### config.mk
export PLATFORM = sky130hd
export DESIGN_NAME = sr_latch_monitor
export DESIGN_NICKNAME = d
export VERILOG_FILES = /design/src/rtl/sr_latch_monitor_pkg.sv /design/src/rtl/sr_latch_monitor_sync_ff.sv /design/src/rtl/sr_latch_monitor.sv
export SDC_FILE = /design/constraint.sdc
export NUM_CORES = 1
export LEC_CHECK = 0
export BUFFER_PORTS_ARGS = -buffer_cell sky130_fd_sc_hd__buf_4
export CORE_MARGIN = 2
export CORE_UTILIZATION = 50
export DETAILED_ROUTE_END_ITERATION = 6
export GPL_ROUTABILITY_DRIVEN = 0
export PLACE_DENSITY_LB_ADDON = 0.1
export SYNTH_ARGS = -nofsm -noshare
export SYNTH_HDL_FRONTEND = slang
export SYNTH_HIERARCHICAL = 1
export SYNTH_SLANG_ARGS = --single-unit
### constraint.sdc
create_clock -name clk -period 2.6 [get_ports clk]
set_input_delay 0.52 -clock clk [delete_from_list [all_inputs] [get_ports clk]]
set_output_delay 0.52 -clock clk [all_outputs]
set_load 0.01 [all_outputs]
### src/rtl/sr_latch_monitor_pkg.sv
// Shared types for the SR latch monitor: expected-state encoding and the
// per-state output check.
package sr_pkg;

  typedef enum logic [1:0] {
    ST_UNK  = 2'd0,
    ST_SET  = 2'd1,
    ST_RST  = 2'd2,
    ST_FORB = 2'd3
  } sr_state_e;

  // NOR latch outputs that are legal for each expected state.
  function automatic logic outputs_ok(input sr_state_e st, input logic q, input logic qn);
    logic ok;
    case (st)
      ST_SET:  ok = q & ~qn;
      ST_RST:  ok = ~q & qn;
      ST_FORB: ok = ~q & ~qn;
      default: ok = q ^ qn;
    endcase
    return ok;
  endfunction

endpackage

### src/rtl/sr_latch_monitor_sync_ff.sv
// Reset-to-zero multi-flop synchroniser for one asynchronous bit.
module sync_ff #(
  parameter int STAGES = 2
) (
  input  logic clk,
  input  logic rst_n,
  input  logic d,
  output logic q
);

  logic [STAGES-1:0] pipe;

  always_ff @(posedge clk or negedge rst_n) begin
    if (!rst_n) pipe <= '0;
    else        pipe <= {pipe[STAGES-2:0], d};
  end

  assign q = pipe[STAGES-1];

endmodule

### src/rtl/sr_latch_monitor.sv
// Clocked observer of a NOR SR latch: tracks expected state, flags forbidden
// input, release races, output mismatches and oscillation, with event counters.
//
// state   | meaning
// UNK     | latch content unknown (reset or after 11->00 release)
// SET     | last non-zero S/R was 10, Q expected 1
// RST     | last non-zero S/R was 01, Q expected 0
// FORB    | S=R=1, both outputs expected 0
module sr_latch_monitor
  import sr_pkg::*;
#(
  parameter int SYNC_STAGES = 2,
  parameter int SETTLE      = 2,
  parameter int OSC_LIMIT   = 4,
  parameter int CNT_W       = 8
) (
  input  logic             clk,
  input  logic             rst_n,
  input  logic             s_in,
  input  logic             r_in,
  input  logic             q_in,
  input  logic             qn_in,
  input  logic             clear,
  output logic [1:0]       state,
  output logic             expected_q,
  output logic             forbidden,
  output logic             race,
  output logic             mismatch,
  output logic             osc,
  output logic [CNT_W-1:0] forbid_cnt,
  output logic [CNT_W-1:0] race_cnt,
  output logic [CNT_W-1:0] mismatch_cnt
);

  localparam int WARM_W = $clog2(SYNC_STAGES + 1);

  logic s, r, q, qn;
  logic [1:0] sr_prev;
  logic sr_changed;
  logic [WARM_W-1:0] warm_cnt;
  logic [3:0] settle_cnt;
  logic [3:0] tog_cnt;
  logic q_prev;
  logic check_en, toggle, forbid_evt, mm_rise, mismatch_q;
  sr_state_e st_q, st_d;
  logic race_d;

  sync_ff #(.STAGES(SYNC_STAGES)) u_sync_s  (.clk(clk), .rst_n(rst_n), .d(s_in),  .q(s));
  sync_ff #(.STAGES(SYNC_STAGES)) u_sync_r  (.clk(clk), .rst_n(rst_n), .d(r_in),  .q(r));
  sync_ff #(.STAGES(SYNC_STAGES)) u_sync_q  (.clk(clk), .rst_n(rst_n), .d(q_in),  .q(q));
  sync_ff #(.STAGES(SYNC_STAGES)) u_sync_qn (.clk(clk), .rst_n(rst_n), .d(qn_in), .q(qn));

  always_ff @(posedge clk or negedge rst_n) begin
    if (!rst_n) begin
      st_q <= ST_UNK;
      race <= 1'b0;
    end else begin
      st_q <= st_d;
      race <= race_d;
    end
  end

  always_comb begin
    st_d   = st_q;
    race_d = 1'b0;
    case ({s, r})
      2'b10:   st_d = ST_SET;
      2'b01:   st_d = ST_RST;
      2'b11:   st_d = ST_FORB;
      default: begin
        if (st_q == ST_FORB) begin
          st_d   = ST_UNK;
          race_d = 1'b1;
        end
      end
    endcase
  end

  assign sr_changed = ({s, r} != sr_prev);
  // Inputs that move in the same cycle as S/R are compared against the old
  // state for one cycle, so a visible S/R change also disables the check.
  assign check_en   = (settle_cnt == 4'(SETTLE)) && !sr_changed;
  assign mismatch   = check_en && !outputs_ok(st_q, q, qn);
  assign toggle     = (warm_cnt == '0) && !sr_changed && (q != q_prev)
                      && (tog_cnt != 4'(OSC_LIMIT));
  assign forbid_evt = (st_d == ST_FORB) && (st_q != ST_FORB);
  assign mm_rise    = mismatch && !mismatch_q;

  assign state      = st_q;
  assign expected_q = (st_q == ST_SET);
  assign forbidden  = (st_q == ST_FORB);

  // warm_cnt covers the synchroniser fill after reset so settle starts late.
  always_ff @(posedge clk or negedge rst_n) begin
    if (!rst_n) begin
      sr_prev    <= 2'b00;
      warm_cnt   <= WARM_W'(SYNC_STAGES);
      settle_cnt <= '0;
      tog_cnt    <= '0;
      q_prev     <= 1'b0;
      mismatch_q <= 1'b0;
    end else begin
      sr_prev    <= {s, r};
      q_prev     <= q;
      mismatch_q <= mismatch;
      if (warm_cnt != '0) warm_cnt <= warm_cnt - WARM_W'(1);
      if (warm_cnt != '0 || sr_changed)       settle_cnt <= '0;
      else if (settle_cnt != 4'(SETTLE))      settle_cnt <= settle_cnt + 4'd1;
      if (sr_changed)  tog_cnt <= '0;
      else if (toggle) tog_cnt <= tog_cnt + 4'd1;
    end
  end

  always_ff @(posedge clk or negedge rst_n) begin
    if (!rst_n) begin
      osc          <= 1'b0;
      forbid_cnt   <= '0;
      race_cnt     <= '0;
      mismatch_cnt <= '0;
    end else if (clear) begin
      osc          <= 1'b0;
      forbid_cnt   <= '0;
      race_cnt     <= '0;
      mismatch_cnt <= '0;
    end else begin
      if (toggle && tog_cnt == 4'(OSC_LIMIT - 1)) osc <= 1'b1;
      if (forbid_evt && forbid_cnt != '1)   forbid_cnt   <= forbid_cnt + CNT_W'(1);
      if (race_d && race_cnt != '1)         race_cnt     <= race_cnt + CNT_W'(1);
      if (mm_rise && mismatch_cnt != '1)    mismatch_cnt <= mismatch_cnt + CNT_W'(1);
    end
  end

endmodule

==> out/qor.yml, run 1 <==
outcome:
  status: "complete, no violations"
floorplan:
  placementRows: 24
  io_pins: 38
  chipWidth_um: 72.6
  initial_utilization_pct: 52.9
  dieHeight_um: 72.6
  dieArea_um2: 5260
  core_region_area_um2: 4440
routing:
  wl_per_cell_um: 13.3
  drtIter0Drc: 71
  routed_wirelength_um: 4110
  vias: 1642
  viasPerCell: 5.33
  ant_nets: 0
  detail_route.drc_violations: 0
  dr.pass1.iters: 4
power_and_ir_drop:
  p_leak_uw: 0.00124
  power_density_nw_per_um2: 503
  p_total_uw: 1400
  vdd_drop_max_v: 0.000306
yosys:
  synth_flop_cell: "dfrtp_1"
  syn_area_um2: 2350
  synth_area_leader_cell: "dfrtp_1"
  synth_edf_count: 0
  syn_nets: 230
  synth.distinct_cells: 39
  syn_inst: 214
  synth-seq-cells: 50
  synth_area_leaders: "dfrtp_1 52%, xnor2_1 6.7%, ha_1 4.8%, nor2_1 4.8%, nand3_1 2.8%"
  async_reset_ff_share_pct: 100
  ys_seq_area_share_pct: 53.3
  netlist_top_cells_count: "49 x dfrtp_1, 30 x nor2_1, 18 x xnor2_1"
  avgSynthCellArea_um2: 11.0
  synth_top_area_share_pct: 52.2
  synth_warnings: 6
  post-synth-top-count-cell: "dfrtp_1"
layout:
  instances_no_fill: 308
  fillers: 386
  final_layout_size_suffix_gt1_share_pct: 21.5
  insertedDiodeCount: 0
  multi_input_area_um2: 1040
  final_nets: 271
  finalInstanceArea_um2: 2780
  area.growth.synth_to_final_pct: 18.2
  ff_latch_area_um2: 1250
cts:
  cts.clk_slew.worst_paths_ns: 0.09
  cts.path.max_buffers: 2
  root_buffer: "clkbuf_8"
  cts_tree: "done"
  post_cts_resized: 0
  clk_latency_ns: 0.30
  numCtsBuffers: 5
  cts_setup_buffers: 0
  htreeDepth: 2
  cts_num_sinks: 50
  hold_buffers: 0
timing:
  fin_skew_ns: 0.00584
  rsz0062_at_grt: "no"
  timing.final.crit_share_pct: 90.6
  period_minus_slack_ns: 2.35
  fin_setup_tns_ns: 0
  max_freq_mhz: 425
  hold_viol: 0
  relSlewSlack_pct: 47.1
  worst_slew_pin_slew_ns: 0.793
  finalSetupViolCount: 0
  setup_slack_ns: 0.245
  final-max-slew-violation-count: 0
worst_setup_path:
  rrSetupSlack_ns: 0.36
  path_class: "flip-flop to primary output"
  required_ns: 2.08
  crit_path_start_kind: "flip-flop"
  cp-end-kind: "primary output"
  cp.arrival_ns: 1.83
  critPathMaxFanout: 5
  reg2regPathDepth: 7
global_routing:
  grt_max_degree: 51
  grt_usage_pct: 17.3
  grt_pass1_wl_um: 7130
  overflow: 0
  antenna_found_initial: 0
  first_global_vias: 1575
run:
  cap_violations: 0
placed_design:
  pre_cts_ws_ns: 0.375
  placed_area_um2: 2680
  hpwl_um: 2850
  placed_cells: 300
  port-buffer-count: 37
hold_path:
  min_path_type: "primary input to async pin"
-- logic make-up after synthesis --
kind of cell | count (synthesis) | synth area share (%)
adder cells (fa/ha/maj) | 9 | 4.79
AND/OR/NAND/NOR | 90 | 20.2
flip-flops | 50 | 53.3
buffers and inverters | 14 | 2.24
multiplexers | 6 | 2.61
XOR/XNOR | 23 | 10.2
AO/OA/AOI/OAI | 22 | 6.71
-- final timing paths --
path,start,endpoint
setup / recovery,u_sync_q/pipe[1],mismatch
hold / removal,rst_n,race_cnt[5]
setup reg to reg,settle_cnt[0],mismatch_cnt[5]
hold reg to reg,u_sync_r/pipe[0],u_sync_r/pipe[1]
max in group asynchronous,rst_n,forbid_cnt[7]
min in group clk,r_in,u_sync_r/pipe[0]
-- metal layers --
metal  share of wire, %  up-vias  wire length (um)  GRT usage [%]
met5                  0        -                 0              0
met3                4.2        6               172           3.75
met1                 47      788              1930           23.4
met2                 48       30              1950           28.5
li1                   -      818                 -              -
met4                1.1        0                46           4.53
-- cell usage in the layout, fill, tap and decap left out, types with 2 or more instances in the layout --
| master | Yosys | final |
|---|---|---|
| xnor2_1 | 18 | 18 |
| xor2_1 | 3 | 3 |
| nor2_1 | 30 | 30 |
| and4_1 | 2 | 2 |
| or3_1 | 4 | 4 |
| buf_4 | 0 | 37 |
| o31ai_1 | 2 | 2 |
| nand4b_1 | 2 | 2 |
| nand4_1 | 2 | 2 |
| o21ai_0 | 5 | 5 |
| clkbuf_8 | 0 | 6 |
| nor3_1 | 7 | 7 |
| nor4_1 | 3 | 3 |
| nand2_1 | 11 | 11 |
| nand3_1 | 13 | 13 |
| nand2b_1 | 5 | 5 |
| ha_1 | 9 | 9 |
| nor2b_1 | 4 | 4 |
| inv_1 | 11 | 11 |
| mux2i_1 | 5 | 5 |
| dfrtp_1 | 49 | 49 |
| a21oi_1 | 8 | 8 |
| xnor2_4 | 2 | 2 |
-- registers in the layout, indices dropped and copies added, names as in the netlist --
name / count
u_sync_s/pipe: 2
forbid_cnt: 8
mismatch_q: 1
q_prev: 1
u_sync_r/pipe: 2
state: 2
osc: 1
sr_prev: 2
mismatch_cnt: 8
warm_cnt: 2
settle_cnt: 4
tog_cnt: 4
race: 1
race_cnt: 8
u_sync_q/pipe: 2
u_sync_qn/pipe: 2
-- power by group --
group          total (uW)  internal (uW)  switching [uW]  leakage (uW)
combinational         117           50.0            67.4      0.000535
sequential            818            795            22.5      0.000662
clock                 462            214             248     0.0000472
total                1400           1060             337       0.00124
-- per-stage QoR --
| stage | utilization (%) | hold WS, ns |
|---|---|---|
| after floorplan | - | 0.224 |
| after global placement | 60.3 | 0.333 |
| after detailed placement | 60.3 | 0.335 |
| after CTS | 62.5 | 0.253 |
| after global routing | 62.5 | 0.266 |
| final | 62.5 | 0.238 |
-- critical path: stages, from the launching register on --
cell and delay (ns):
dfrtp_1 0.45, ha_1 0.30, nor2b_1 0.14, o31ai_2 0.36
nor2_1 0.12, buf_4 0.17
-- cell type report --
| cell class | instances | area share (%) |
|---|---|---|
| Timing Repair Buffer | 37 | 10.0 |
| Inverter | 11 | 1.49 |
| Clock buffer | 6 | 2.97 |
| Multi-Input combinational cell | 150 | 37.6 |
| Tap cell | 52 | 2.34 |
| Sequential cell | 50 | 45.1 |
| Clock inverter | 2 | 0.451 |
No activity file was read; power rests on OpenSTA's default activity.
==> run 2: changes to the inputs <==
==> constraint.sdc (replaced) <==
create_clock -name clk -period 2.6 [get_ports clk]
set_input_delay 0.26 -clock clk [delete_from_list [all_inputs] [get_ports clk]]
set_output_delay 0.26 -clock clk [all_outputs]
set_load 0.01 [all_outputs]
==> run 2 against run 1 <==
  * First-iteration DRC count down 39%
  * Global-route usage is 0.25 points higher
  * Power down 3.3%
  * Combinational power hardly changed
  * Cell count unchanged
  * Sequential share of layout area rose by 0.14 points
  * Clock power decreased by 10%
  * Register-to-register slack gained 0.02 ns
  * Non-clock buffer count grew 1
  * Design area fell by 0.32%
  * Flip-flop and latch count unchanged
  * Clock skew decreased by 0.00063 ns
  * Critical path type is now flip-flop to flip-flop
  * Highest routed layer unchanged
==> out/qor.yml, run 2 (synthesis results as in run 1) <==
outcome:
  status: "complete, no violations"
worst_setup_path:
  crit_buf_inv: 1
  startpoint: "settle_cnt[0]"
  path_cells: "inv_1 > ha_1 > nor3b_2 > o31ai_2 > or3_4 > or4_1 > a21oi_1"
  cp.arrival_ns: 2.45
  critPathTopFamily: "simple AND/OR/NAND/NOR gates"
  crit_path_start_kind: "flip-flop"
  cp_slowest_cell: "or4_1"
  path_class: "flip-flop to flip-flop"
  cpPeakStageDelay_ns: 0.47
  critPathMaxFanout: 5
  rr_startpoint: "settle_cnt[0]"
  required_ns: 2.83
  cp-end-kind: "flip-flop"
global_routing:
  first_global_vias: 1541
  grt_max_degree: 51
  overflow: 0
  grt_pass1_wl_um: 7030
  grt_usage_pct: 17.6
  antenna_found_initial: 0
run:
  cap_violations: 0
power_and_ir_drop:
  clkPwrFrac_pct: 30.8
  power_density_nw_per_um2: 488
  seq_power_share_pct: 60.5
  p_int_uw: 1030
  p_leak_uw: 0.00124
  vdd_drop_max_v: 0.000312
  power_frac_comb_pct: 8.7
  p_sw_share_pct: 23.6
  p_total_uw: 1350
  switchingPower_uw: 320
cts:
  numCtsBuffers: 5
  post_cts_resized: 0
  root_buffer: "clkbuf_8"
  cts.clk_slew.worst_paths_ns: 0.08
  clk_latency_ns: 0.30
  htreeDepth: 2
  cts_tree: "done"
  cts.path.max_buffers: 2
  cts_num_sinks: 50
timing:
  rsz0062_at_grt: "no"
  hold_viol: 0
  relSlewSlack_pct: 48.6
  max_freq_mhz: 451
  fin_setup_tns_ns: 0
  period_minus_slack_ns: 2.22
  fin_skew_ns: 0.00521
  worst_slew_pin_slew_ns: 0.770
  final-max-slew-violation-count: 0
  timing.final.crit_share_pct: 85.3
  finalSetupViolCount: 0
routing:
  detail_route.drc_violations: 0
  ant_nets: 0
  vias: 1648
  viasPerCell: 5.35
  routed_wirelength_um: 4150
  drtIter0Drc: 43
  wl_per_cell_um: 13.5
  dr.pass1.iters: 4
placed_design:
  port-buffer-count: 37
  hpwl_um: 2880
  placed_area_um2: 2680
layout:
  layout_commonest_cell: "dfrtp_1"
  fillers: 397
  final_layout_size_suffix_gt1_share_pct: 20.3
  final_cell_mix: "49 x dfrtp_1, 37 x buf_4, 30 x nor2_1"
  insertedDiodeCount: 0
  final_core_util_pct: 62.3
  top_regs: "forbid_cnt x8, mismatch_cnt x8, race_cnt x8"
  final_nets: 272
  area.growth.synth_to_final_pct: 17.8
  finalInstanceArea_um2: 2770
floorplan:
  chipWidth_um: 72.6
  initial_utilization_pct: 52.9
  core_region_area_um2: 4440
  io_pins: 38
  dieArea_um2: 5260
  placementRows: 24
  dieHeight_um: 72.6
hold_path:
  holdCritStartpoint: "r_in"
  min_path_type: "primary input to flip-flop"
[run 2: metal layers]
layer | vias up | routed length, um | GRT usage [%]
met2 | 37 | 1990 | 27.9
met3 | 7 | 194 | 5.00
met1 | 789 | 1890 | 23.2
met5 | - | 0 | 0
li1 | 815 | - | -
met4 | 0 | 70 | 6.17
[run 2: path summary, 6_finish.rpt]
kind / to / slack (ns) / depth (start not counted)
max in group asynchronous: forbid_cnt[3] / 1.67 / 2
min: u_sync_r/pipe[0] / 0.07 / 1
max: mismatch_cnt[5] / 0.38 / 7
min in group asynchronous: tog_cnt[3] / 0.52 / 2
max reg2reg: mismatch_cnt[5] / 0.38 / 7
min reg2reg: u_sync_qn/pipe[1] / 0.35 / 0
[run 2: timing repair]
item                      4_1_cts  5_1_grt
setup buffers                   0        0
hold endpoints to repair       49        0
hold buffers                    1        0
[run 2: cell type report]
type | count | area [um2] | area share, %
Multi-Input combinational cell | 150 | 1040 | 37.7
Timing Repair Buffer | 38 | 288 | 10.4
Clock buffer | 7 | 76.3 | 2.76
Tap cell | 52 | 65.1 | 2.35
Sequential cell | 50 | 1250 | 45.3
Inverter | 11 | 41.3 | 1.49
[run 2: worst reg2reg max path, cell delays in order, from the launching register on]
cell and delay (ns):
dfrtp_1 0.40, inv_1 0.09, ha_1 0.16, nor3b_2 0.30, o31ai_2 0.18, or3_4 0.40
or4_1 0.47, a21oi_1 0.15
[run 2: per-stage QoR]
stage	std cells	setup slack [ns]	hold WS (ns)
6_report	308	0.381	0.0676
5_1_grt	308	0.153	0.0447
4_1_cts	308	0.366	0.0533
3_5_place_dp	300	0.386	0.320
3_3_place_gp	300	0.440	0.320
2_1_floorplan	214	0.501	-0.0356
[run 2: power by group through the flow]
| stage | clock, uW | combinational [uW] | sequential, uW |
|---|---|---|---|
| detailed placement | 0 | 120 | 834 |
| global route | 467 | 134 | 822 |
| floorplan | 0 | 70.7 | 831 |
| finish | 416 | 118 | 817 |
| global placement | 0 | 119 | 832 |
| CTS | 439 | 121 | 818 |
==> run 3: changes to the inputs <==
- CORE_ASPECT_RATIO: default -> 0.7
- SLEW_MARGIN: default -> 20
==> run 3 against run 2 <==
  * Sequential share of layout area is 0.28 points lower
  * Hold slack worse by 0.012 ns
  * Worst setup slack worse by 0.056 ns
  * Core utilization is 0.61 points higher
  * Non-clock buffer count stayed put
  * Design area is 0.63% higher
  * Global-route usage is 0.34 points higher
  * Cell count is 1.3% higher
  * Flip-flop and latch count stayed put
  * Power is 2.7% higher
  * Combinational power hardly changed
  * Largest cell class unchanged
  * Wire length is 0.24% higher
  * Largest power group unchanged
==> out/qor.yml, run 3 (synthesis results as in run 1) <==
cts:
  hold_buffers: 1
  clk_latency_ns: 0.30
  root_buffer: "clkbuf_8"
  cts.clk_slew.worst_paths_ns: 0.09
  post_cts_resized: 0
  cts.path.max_buffers: 2
  numCtsBuffers: 5
  htreeDepth: 2
  cts_num_sinks: 50
  cts_tree: "done"
  cts_setup_buffers: 0
run:
  cap_violations: 0
worst_setup_path:
  crit_buf_inv: 1
  cp_slowest_cell: "or4_1"
  cpPeakStageDelay_ns: 0.47
  cp-end-kind: "flip-flop"
  required_ns: 2.83
  path_class: "flip-flop to flip-flop"
  path_cells: "inv_1 > ha_1 > nor3b_2 > o31ai_2 > or3_4 > or4_1 > a21oi_1"
  critPathMaxFanout: 5
  critPathTopFamily: "simple AND/OR/NAND/NOR gates"
  cp.arrival_ns: 2.51
  crit_path_start_kind: "flip-flop"
placed_design:
  port-buffer-count: 37
  hpwl_um: 2880
power_and_ir_drop:
  switchingPower_uw: 353
  p_int_uw: 1040
  p_sw_share_pct: 25.4
  p_leak_uw: 0.00124
  power_frac_comb_pct: 8.7
  clkPwrFrac_pct: 32.4
  power_density_nw_per_um2: 499
  vdd_drop_max_v: 0.000311
  seq_power_share_pct: 58.9
global_routing:
  overflow: 0
  grt_max_degree: 51
  grt_usage_pct: 17.9
  grt_pass1_wl_um: 7220
  first_global_vias: 1551
  antenna_found_initial: 0
floorplan:
  dieHeight_um: 61.4
  dieArea_um2: 5270
  initial_utilization_pct: 53.1
  io_pins: 38
  core_region_area_um2: 4430
  chipWidth_um: 85.9
  placementRows: 20
routing:
  ant_nets: 0
  detail_route.drc_violations: 0
  vias: 1653
  viasPerCell: 5.30
  wl_per_cell_um: 13.3
  drtIter0Drc: 52
  dr.pass1.iters: 4
  routed_wirelength_um: 4160
timing:
  worst_slew_pin_slew_ns: 0.798
  fin_setup_tns_ns: 0
  fin_skew_ns: 0.00456
  rsz0062_at_grt: "no"
  timing.final.crit_share_pct: 87.5
  hold_viol: 0
  hold_slack_ns: 0.0552
  relSlewSlack_pct: 46.8
  max_freq_mhz: 440
  finalSetupViolCount: 0
  final-max-slew-violation-count: 0
  period_minus_slack_ns: 2.27
layout:
  top_regs: "forbid_cnt x8, mismatch_cnt x8, race_cnt x8"
  area.growth.synth_to_final_pct: 18.5
  final_cell_mix: "49 x dfrtp_1, 37 x buf_4, 30 x nor2_1"
  final_nets: 272
  final_layout_size_suffix_gt1_share_pct: 21.4
  insertedDiodeCount: 0
  layout_commonest_cell: "dfrtp_1"
  fillers: 368
outcome:
  status: "complete, no violations"
hold_path:
  min_path_type: "primary input to flip-flop"
run 3: cell count changes in the layout (fill, tap and decap cells not counted):
cell / previous run / this run
clkinv_4: 0 / 1
clkbuf_1: 2 / 0
clkinvlp_4: 0 / 1
clkinv_2: 0 / 1
run 3: layer usage:
| metal | track usage, % | up-vias | part of all wire, % |
|---|---|---|---|
| li1 | - | 822 | - |
| met1 | 24.5 | 788 | 52 |
| met2 | 28.2 | 39 | 43 |
| met3 | 4.42 | 4 | 4.6 |
| met4 | 6.80 | 0 | 0.82 |
| met5 | 0 | - | 0 |
run 3: final timing paths:
check | from | to | slack [ns] | cells after the start
worst max-delay path | settle_cnt[0] | mismatch_cnt[5] | 0.33 | 7
worst min-delay path | r_in | u_sync_r/pipe[0] | 0.06 | 1
worst max register to register | settle_cnt[0] | mismatch_cnt[5] | 0.33 | 7
worst min register to register | u_sync_q/pipe[0] | u_sync_q/pipe[1] | 0.35 | 0
max in group asynchronous | rst_n | mismatch_cnt[1] | 1.67 | 2
min in group asynchronous | rst_n | tog_cnt[0] | 0.51 | 2
run 3: power groups by stage:
stage / combinational, uW / clock [uW] / sequential [uW]
6_report: 121 / 450 / 817
5_1_grt: 137 / 504 / 821
4_1_cts: 124 / 476 / 817
3_5_place_dp: 122 / 0 / 833
3_3_place_gp: 120 / 0 / 832
2_1_floorplan: 70.7 / 0 / 831
run 3: per-stage QoR:
step | worst slack (ns) | area [um2] | util (%) | std cells | power, uW
2_1_floorplan | 0.501 | 2350 | - | 214 | 902
3_3_place_gp | 0.445 | 2690 | 60.6 | 303 | 952
3_5_place_dp | 0.351 | 2690 | 60.6 | 303 | 955
4_1_cts | 0.326 | 2790 | 62.9 | 312 | 1420
5_1_grt | 0.180 | 2790 | 62.9 | 312 | 1460
6_report | 0.326 | 2790 | 62.9 | 312 | 1390
run 3: final cells by class:
cell class | instances | area, um2 | area share, %
clock buffers | 5 | 68.8 | 2.47
flip-flops and latches | 50 | 1250 | 45.0
inverters | 11 | 41.3 | 1.48
repair buffers | 38 | 288 | 10.3
well taps | 55 | 68.8 | 2.47
multi-input cells | 150 | 1040 | 37.5
clock inverters | 3 | 21.3 | 0.764
run 3: worst reg2reg max path, delay by kind of cell, from the launching register on:
kind	cells	cell delay (ns)
buffers and inverters	1	0.11
AOI/OAI and AO/OA	2	0.33
DFF	1	0.42
and+or+nand+nor	3	1.19
adders and majority gates	1	0.18
